$ cat src/rtl/fpu_types.sv
// rtl/fpu_types.sv - shared FP writeback types, constants and the sticky-flag merge helper
package fpu_types;

    typedef struct packed {
        logic nv;
        logic dz;
        logic of;
        logic uf;
        logic nx;
    } fflags_t;

    localparam int FP_NUM_WB_UNITS = 4;
    localparam int FP_FLEN         = 64;
    localparam int FP_ID_WIDTH     = 3;

    typedef struct packed {
        logic [FP_ID_WIDTH-1:0] id;
        logic [FP_FLEN-1:0]     data;
    } wb_pkt_t;

    // A CSR write replaces the sticky value, but a retiring result's flags are always OR-ed on top.
    function automatic fflags_t fflags_merge(input fflags_t acc, input logic csr_we,
                                             input fflags_t csr_wdata, input logic grant,
                                             input fflags_t unit_flags);
        fflags_t base;
        base = csr_we ? csr_wdata : acc;
        return grant ? (base | unit_flags) : base;
    endfunction

endpackage

$ cat src/rtl/fp_rr_arbiter.sv
// rtl/fp_rr_arbiter.sv - combinational round-robin grant with its rotating pointer register
module fp_rr_arbiter #(
    parameter int N  = 4,
    parameter int IW = (N > 1) ? $clog2(N) : 1
) (
    input  logic          clk,
    input  logic          rst,
    input  logic [N-1:0]  req,
    output logic [N-1:0]  grant,
    output logic [IW-1:0] grant_idx,
    output logic          grant_valid
);

    logic [IW-1:0] ptr;

    always_comb begin
        grant       = '0;
        grant_idx   = '0;
        grant_valid = 1'b0;
        for (int k = 0; k < N; k++) begin
            if (!grant_valid && !rst && req[(int'(ptr) + k) % N]) begin
                grant[(int'(ptr) + k) % N] = 1'b1;
                grant_idx   = IW'((int'(ptr) + k) % N);
                grant_valid = 1'b1;
            end
        end
    end

    // The writeback port never stalls, so every grant is consumed and advances the pointer.
    always_ff @(posedge clk) begin
        if (rst) begin
            ptr <= '0;
        end else if (grant_valid) begin
            ptr <= (grant_idx == IW'(N - 1)) ? '0 : grant_idx + 1'b1;
        end
    end

endmodule

$ cat src/rtl/fp_wb_arbiter.sv
// rtl/fp_wb_arbiter.sv - FP writeback arbiter and sticky fflags; FP_WB_OUTPUT_REG_EN registers the writeback port
module fp_wb_arbiter
    import fpu_types::*;
#(
    parameter int NUM_UNITS = FP_NUM_WB_UNITS,
    parameter int FLEN      = FP_FLEN,
    parameter int ID_WIDTH  = FP_ID_WIDTH
) (
    input  logic                                clk,
    input  logic                                rst,
    input  logic [NUM_UNITS-1:0]                unit_done,
    input  logic [NUM_UNITS-1:0][ID_WIDTH-1:0]  unit_id,
    input  logic [NUM_UNITS-1:0][FLEN-1:0]      unit_rd,
    input  logic [NUM_UNITS-1:0][4:0]           unit_fflags,
    output logic [NUM_UNITS-1:0]                unit_ack,
    output logic                                wb_valid,
    output logic [ID_WIDTH-1:0]                 wb_id,
    output logic [FLEN-1:0]                     wb_data,
    input  logic                                csr_fflags_we,
    input  logic [4:0]                          csr_fflags_wdata,
    output logic [4:0]                          fflags_acc
);

    localparam int IW = (NUM_UNITS > 1) ? $clog2(NUM_UNITS) : 1;

    logic [IW-1:0]       grant_idx;
    logic                grant_valid;
    logic [ID_WIDTH-1:0] sel_id;
    logic [FLEN-1:0]     sel_data;
    fflags_t             sel_flags;
    fflags_t             acc_q;

    fp_rr_arbiter #(.N(NUM_UNITS), .IW(IW)) u_rr (
        .clk         (clk),
        .rst         (rst),
        .req         (unit_done),
        .grant       (unit_ack),
        .grant_idx   (grant_idx),
        .grant_valid (grant_valid)
    );

    always_comb begin
        sel_id    = '0;
        sel_data  = '0;
        sel_flags = '0;
        if (grant_valid) begin
            sel_id    = unit_id[grant_idx];
            sel_data  = unit_rd[grant_idx];
            sel_flags = unit_fflags[grant_idx];
        end
    end

    always_ff @(posedge clk) begin
        if (rst) begin
            acc_q <= '0;
        end else begin
            acc_q <= fflags_merge(acc_q, csr_fflags_we, csr_fflags_wdata, grant_valid, sel_flags);
        end
    end

    assign fflags_acc = acc_q;

`ifdef FP_WB_OUTPUT_REG_EN
    always_ff @(posedge clk) begin
        if (rst) begin
            wb_valid <= 1'b0;
            wb_id    <= '0;
            wb_data  <= '0;
        end else begin
            wb_valid <= grant_valid;
            wb_id    <= sel_id;
            wb_data  <= sel_data;
        end
    end
`else
    assign wb_valid = grant_valid;
    assign wb_id    = sel_id;
    assign wb_data  = sel_data;
`endif

endmodule

$ cat config.mk
export PLATFORM = sky130hd
export DESIGN_NAME = fp_wb_arbiter
export DESIGN_NICKNAME = d
export VERILOG_FILES = /design/src/rtl/fpu_types.sv /design/src/rtl/fp_rr_arbiter.sv /design/src/rtl/fp_wb_arbiter.sv
export SDC_FILE = /design/constraint.sdc
export NUM_CORES = 1
export LEC_CHECK = 0
export ABC_AREA = 1
export CAP_MARGIN = 10
export CORE_AREA = 2 2 148 150
export CTS_CLUSTER_SIZE = 14
export DETAILED_ROUTE_END_ITERATION = 7
export DIE_AREA = 0 0 150 152
export GPL_TIMING_DRIVEN = 0
export PLACE_DENSITY_LB_ADDON = 0.1
export SYNTH_ARGS = -nofsm -noshare
export SYNTH_HDL_FRONTEND = slang
export SYNTH_HIERARCHICAL = 1
export SYNTH_SLANG_ARGS = --single-unit
$ cat constraint.sdc
create_clock -name clk -period 3.25 [get_ports clk]
set_input_delay 0.65 -clock clk [delete_from_list [all_inputs] [get_ports clk]]
set_output_delay 0.65 -clock clk [all_outputs]
set_load 0.02 [all_outputs]
# Word level (Yosys, flattened, before mapping)
# Cells that the tools add are included.
# word_totals
reg_bits	7
in_bits	300
# classes
n_addsub	4
order_cmp	9
n_eq_ne	1
muxes	43
n_bitwise	7
n_reduce_logical	18
# op_table
cell	n
$bmux 64 s2	1
$mux 64	2
$mux 5	4
$mux 4	4
$mux 1	15
$lt 3x4->1 const B	3
$or 4x4->4	3
$logic_and 1x1->1	11
$bmux 5 s2	1
$mux 2	5
$ge 3x1->1 const B	3
$bmux 1 s2	4
$demux 1 s2	4
$bmux 3 s2	1
$lt 2x3->1 const B	2
$mux 3	2
$reduce_or 2->1	3
$or 5x5->5	1
$add 2x1->2 const B	2
$add 2x2->2 const B	2
$logic_not 1->1	4
$and 1x1->1 const A	3
$eq 2x2->1 const B	1
$ge 2x1->1 const B	1

# Logic depth before layout (Yosys ltp)
# depth
depth_word	21
depth_mapped	18
ltp_nobuf	15

# By module
# The synthesis kept the hierarchy.
# by_module_without_submodules
module	n_inst	cells_each	area_per_inst_um2	seq_area_each_um2
fp_wb_arbiter	1	601	2706.3	100.1
fp_rr_arbiter	1	88	513.0	40.0

# Worst setup path before layout
# No wires, ideal clock.
# synth_timing
path_type	flip-flop to output port
from	register u_rr.ptr[0]
to	output port wb_data[10]
arrival_ns	2.641
required_time_ns	2.600
setup_slack_ns	-0.041
path_stages_with_launch	16
path_buffers	2
path_cell_list	dfxtp_1 inv_2 ha_1 inv_1 nand3_1 nand3_4 nand2_2 nor2_4 nand2_1 o2111ai_1 buf_2 inv_2 clkbuf_1 nor2_1 o21ai_0 a21oi_1
# synth_between
elab_chain_len	19
# synth_lines
item	line	source
start, declared	fp_rr_arbiter.sv:14	logic [IW-1:0] ptr;
start signal, assigned	fp_rr_arbiter.sv:34	ptr <= (grant_idx == IW'(N - 1)) ? '0 : grant_idx + 1'b1;
branches (longest 15 deep; another with $add 2x1->2)	--	
$mux 2 (*)	fp_rr_arbiter.sv:21	if (!grant_valid && !rst && req[(int'(ptr) + k) % N]) begin
net grant_idx[1]	fp_wb_arbiter.sv:26	logic [IW-1:0] grant_idx;
$bmux 64 s2 (*)	fp_wb_arbiter.sv:48	sel_data = unit_rd[grant_idx];
$mux 64 (not written as such) (*)	fp_wb_arbiter.sv:48	
$mux 64 (*)	fp_wb_arbiter.sv:46	if (grant_valid) begin
end, declared	fp_wb_arbiter.sv:18	output logic [FLEN-1:0] wb_data,
# Mark *: on every way through the listed nets, which the timed path passes. The select of a mux whose other input is x is not followed.

# Final worst setup path
# layout_timing
from	register u_rr.ptr[0]
to	output port wb_data[26]
# The elaborated chain is that of the path after synthesis.

==> impl_metrics.ini <==
[run_status]
status = finished, violations left
violations = setup timing

[synth]
syn_area_um2 = 3220
synth_top_family_by_area = simple AND/OR/NAND/NOR gates
synth_cell_types = 28
synth_mux_area_frac = 0.0155
synth-adder-area-share = 0.0194
synth_xor_area_frac = 0
synthCells = 689
synthTopCellsByArea = nor2_1 (31%), o21ai_0 (17%), a21oi_1 (12%)
yosysWarnings = 6
yosysSeqAreaShare = 0.0435
synth_top_cell_by_area = nor2_1
syn_area_per_cell_um2 = 4.67
synth-simple-area-share = 0.449
synth_edf_count = 0
ys_ff_latch = 7
synth.top_cell.area_share = 0.315
synth_nets = 994
async_flop_share = 0
dominantRegCellSynth = dfxtp_1
synth_compound_area_frac = 0.344

[setup_path]
critPathCaptureType = output pin
worstPathArrival_ns = 2.65
startpoint_type = flip-flop
critPathMaxFanout = 5
path_class = flip-flop to output pin
critPathRequiredTime_ns = 2.60

[sta]
fin_ws_ns = -0.0501
fmax_mhz = 303
skew_ns = 0.00324
worst_slew_pin_slew_ns = 0.716
drv_slew = 0
setup_viol = 12
worst_hold_slack_ns = 0.540
hold_viol = 0
grt_setup_unrepaired = true
maxSlewHeadroom = 0.522
post-route-period-util = 1.02
period_minus_slack_ns = 3.30

[detailed_routing]
drt-pass1-iter-count = 4
drt-wirelength-per-cell_um = 17.7
route.detailed.drc = 0
vias = 5997
via_per_inst = 4.31
antenna_left = 0
routed_wl_mm = 24.7
drt-initial-drc-count = 181

[floorplan]
die_area_um2 = 22800
core.rowCount = 54
dieHeight_um = 152
core_um2 = 21400
die-width_um = 150
initial_core_util = 0.151
io_pins = 377

[clocking]
insertion_delay_ns = 0.23
cts_made_buffers = 3
cts-root-buf = clkbuf_16
h-tree-depth = 1
cts_sinks = 7
cts_hold_buf = 0
cts_tree = built
clock_path_buffers = 2
path_clk_slew_ns = 0.04

[grt]
first_global_vias = 5979
grt.total_usage = 0.204
grt_pass1_wl_mm = 35.6
grt_max_degree = 12
antenna_found_initial = 3
overflow = 0

[run]
drv_cap = 0

[cells_and_area]
fin_nets = 1418
layout_common_cells = clkdlybuf4s50_1 (302), nor2_1 (212), o21ai_1 (62), a21oi_2 (62), buf_6 (56)
stdcell_area_um2 = 9160
drive_above_1_share = 0.333
area_delta_synth_final_pct = 185
final_common_cell = clkdlybuf4s50_1

[power]
ir_worst_vdd_v = 0.000594
power_density_nw_per_um2 = 1380
p_leak_nw = 3.69

[place]
dp_hpwl_mm = 19.5
placed_cell_area_um2 = 7550
portBuffers = 375
gp_congestion = 0.872

[worst_hold_path]
min_path_type = flip-flop to flip-flop
==> through the flow <==
step	cells	TNS, ns	utilization	setup slack [ns]	total power, mW
final	1393	-0.186	0.429	-0.0501	12.6
after global routing	1392	-7.44	0.429	-0.161	13.5
after CTS	1384	-0.0400	0.393	-0.0400	11.2
after detailed placement	1344	-98.88	0.354	-1.53	9.46
after global placement	1344	-98.65	0.354	-1.56	9.49
after floorplan	689	0	-	0.000418	5.65
==> area by class of cell <==
cell class | count | area (um2)
fill | 2333 | 12200
timing repair buffer | 420 | 4280
multi-input combinational | 590 | 3480
buffer | 52 | 621
tap | 280 | 350
inverter | 38 | 189
sequential | 7 | 148
clock buffer | 4 | 78.8
timing repair inverter | 1 | 11.3
antenna | 1 | 2.50
==> registers in the layout, summed over array words and instances, names as in the netlist <==
signal / cells
fflags_acc: 5
u_rr/ptr: 2
==> power by group <==
group | total, mW | switching [mW] | internal (mW)
combinational | 12.2 | 6.62 | 5.61
clock | 0.214 | 0.0508 | 0.164
sequential | 0.164 | 0.0304 | 0.133
total | 12.6 | 6.70 | 5.90
==> critical path, stage by stage (launching register included) <==
cell     delay [ns]
dfxtp_4        0.37
inv_8          0.04
ha_4           0.29
inv_4          0.05
nand3_2        0.07
nand2_2        0.07
nor2_4         0.12
nand4_1        0.19
nand2_4        0.14
buf_8          0.13
buf_12         0.13
buf_12         0.14
buf_8          0.13
nor2_4         0.03
nor2_1         0.09
o21ai_1        0.08
a21oi_2        0.17
buf_4          0.17
==> per-layer routing <==
metal | vias up | GRT usage | part of all wire
met4 | 4 | 0.0279 | 0.011
met2 | 205 | 0.379 | 0.52
met1 | 2656 | 0.235 | 0.39
met3 | 18 | 0.0556 | 0.075
li1 | 3114 | - | -
met5 | - | 0 | 0.0011
==> synthesized netlist by cell type, types with 4 or more instances <==
| cell | count |
|---|---|
| nor2_1 | 270 |
| o21ai_0 | 109 |
| a21oi_1 | 76 |
| nand2_1 | 61 |
| inv_1 | 33 |
| o21ai_1 | 27 |
| clkbuf_1 | 20 |
| nand3_1 | 17 |
| buf_2 | 11 |
| buf_1 | 8 |
| buf_4 | 8 |
| dfxtp_1 | 7 |
| clkbuf_2 | 5 |
| ha_1 | 5 |
| mux2i_1 | 5 |
| nand2_2 | 5 |
| nand3_2 | 4 |
==> cells by family (layout without fill, tap and decap cells) <==
kind of cell             after synthesis  count (layout)
multiplexers                           5               5
other                                  0               1
AND/OR/NAND/NOR                      362             362
buffers and inverters                 92             515
AO/OA/AOI/OAI                        218             218
adder cells (fa/ha/maj)                5               5
flip-flops                             7               7
==> path summary, 6_finish.rpt <==
path	startpoint	end	slack [ns]	depth (start not counted)
setup / recovery	u_rr/ptr[0]$_SDFFE_PP0P_	wb_data[26]	-0.05	17
hold reg to reg	fflags_acc[2]$_SDFF_PP0_	fflags_acc[2]$_SDFF_PP0_	0.54	2
hold / removal	fflags_acc[2]$_SDFF_PP0_	fflags_acc[2]$_SDFF_PP0_	0.54	2
setup reg to reg	u_rr/ptr[0]$_SDFFE_PP0P_	fflags_acc[1]$_SDFF_PP0_	0.89	18
==> timing repair <==
item                       4_1_cts  5_1_grt
buffers inserted                31        7
resized for setup              568      243
cloned                           7        3
setup endpoints to repair       75       68
pin swaps                       43       65
Note: power is estimated with default switching activity, not from simulation.
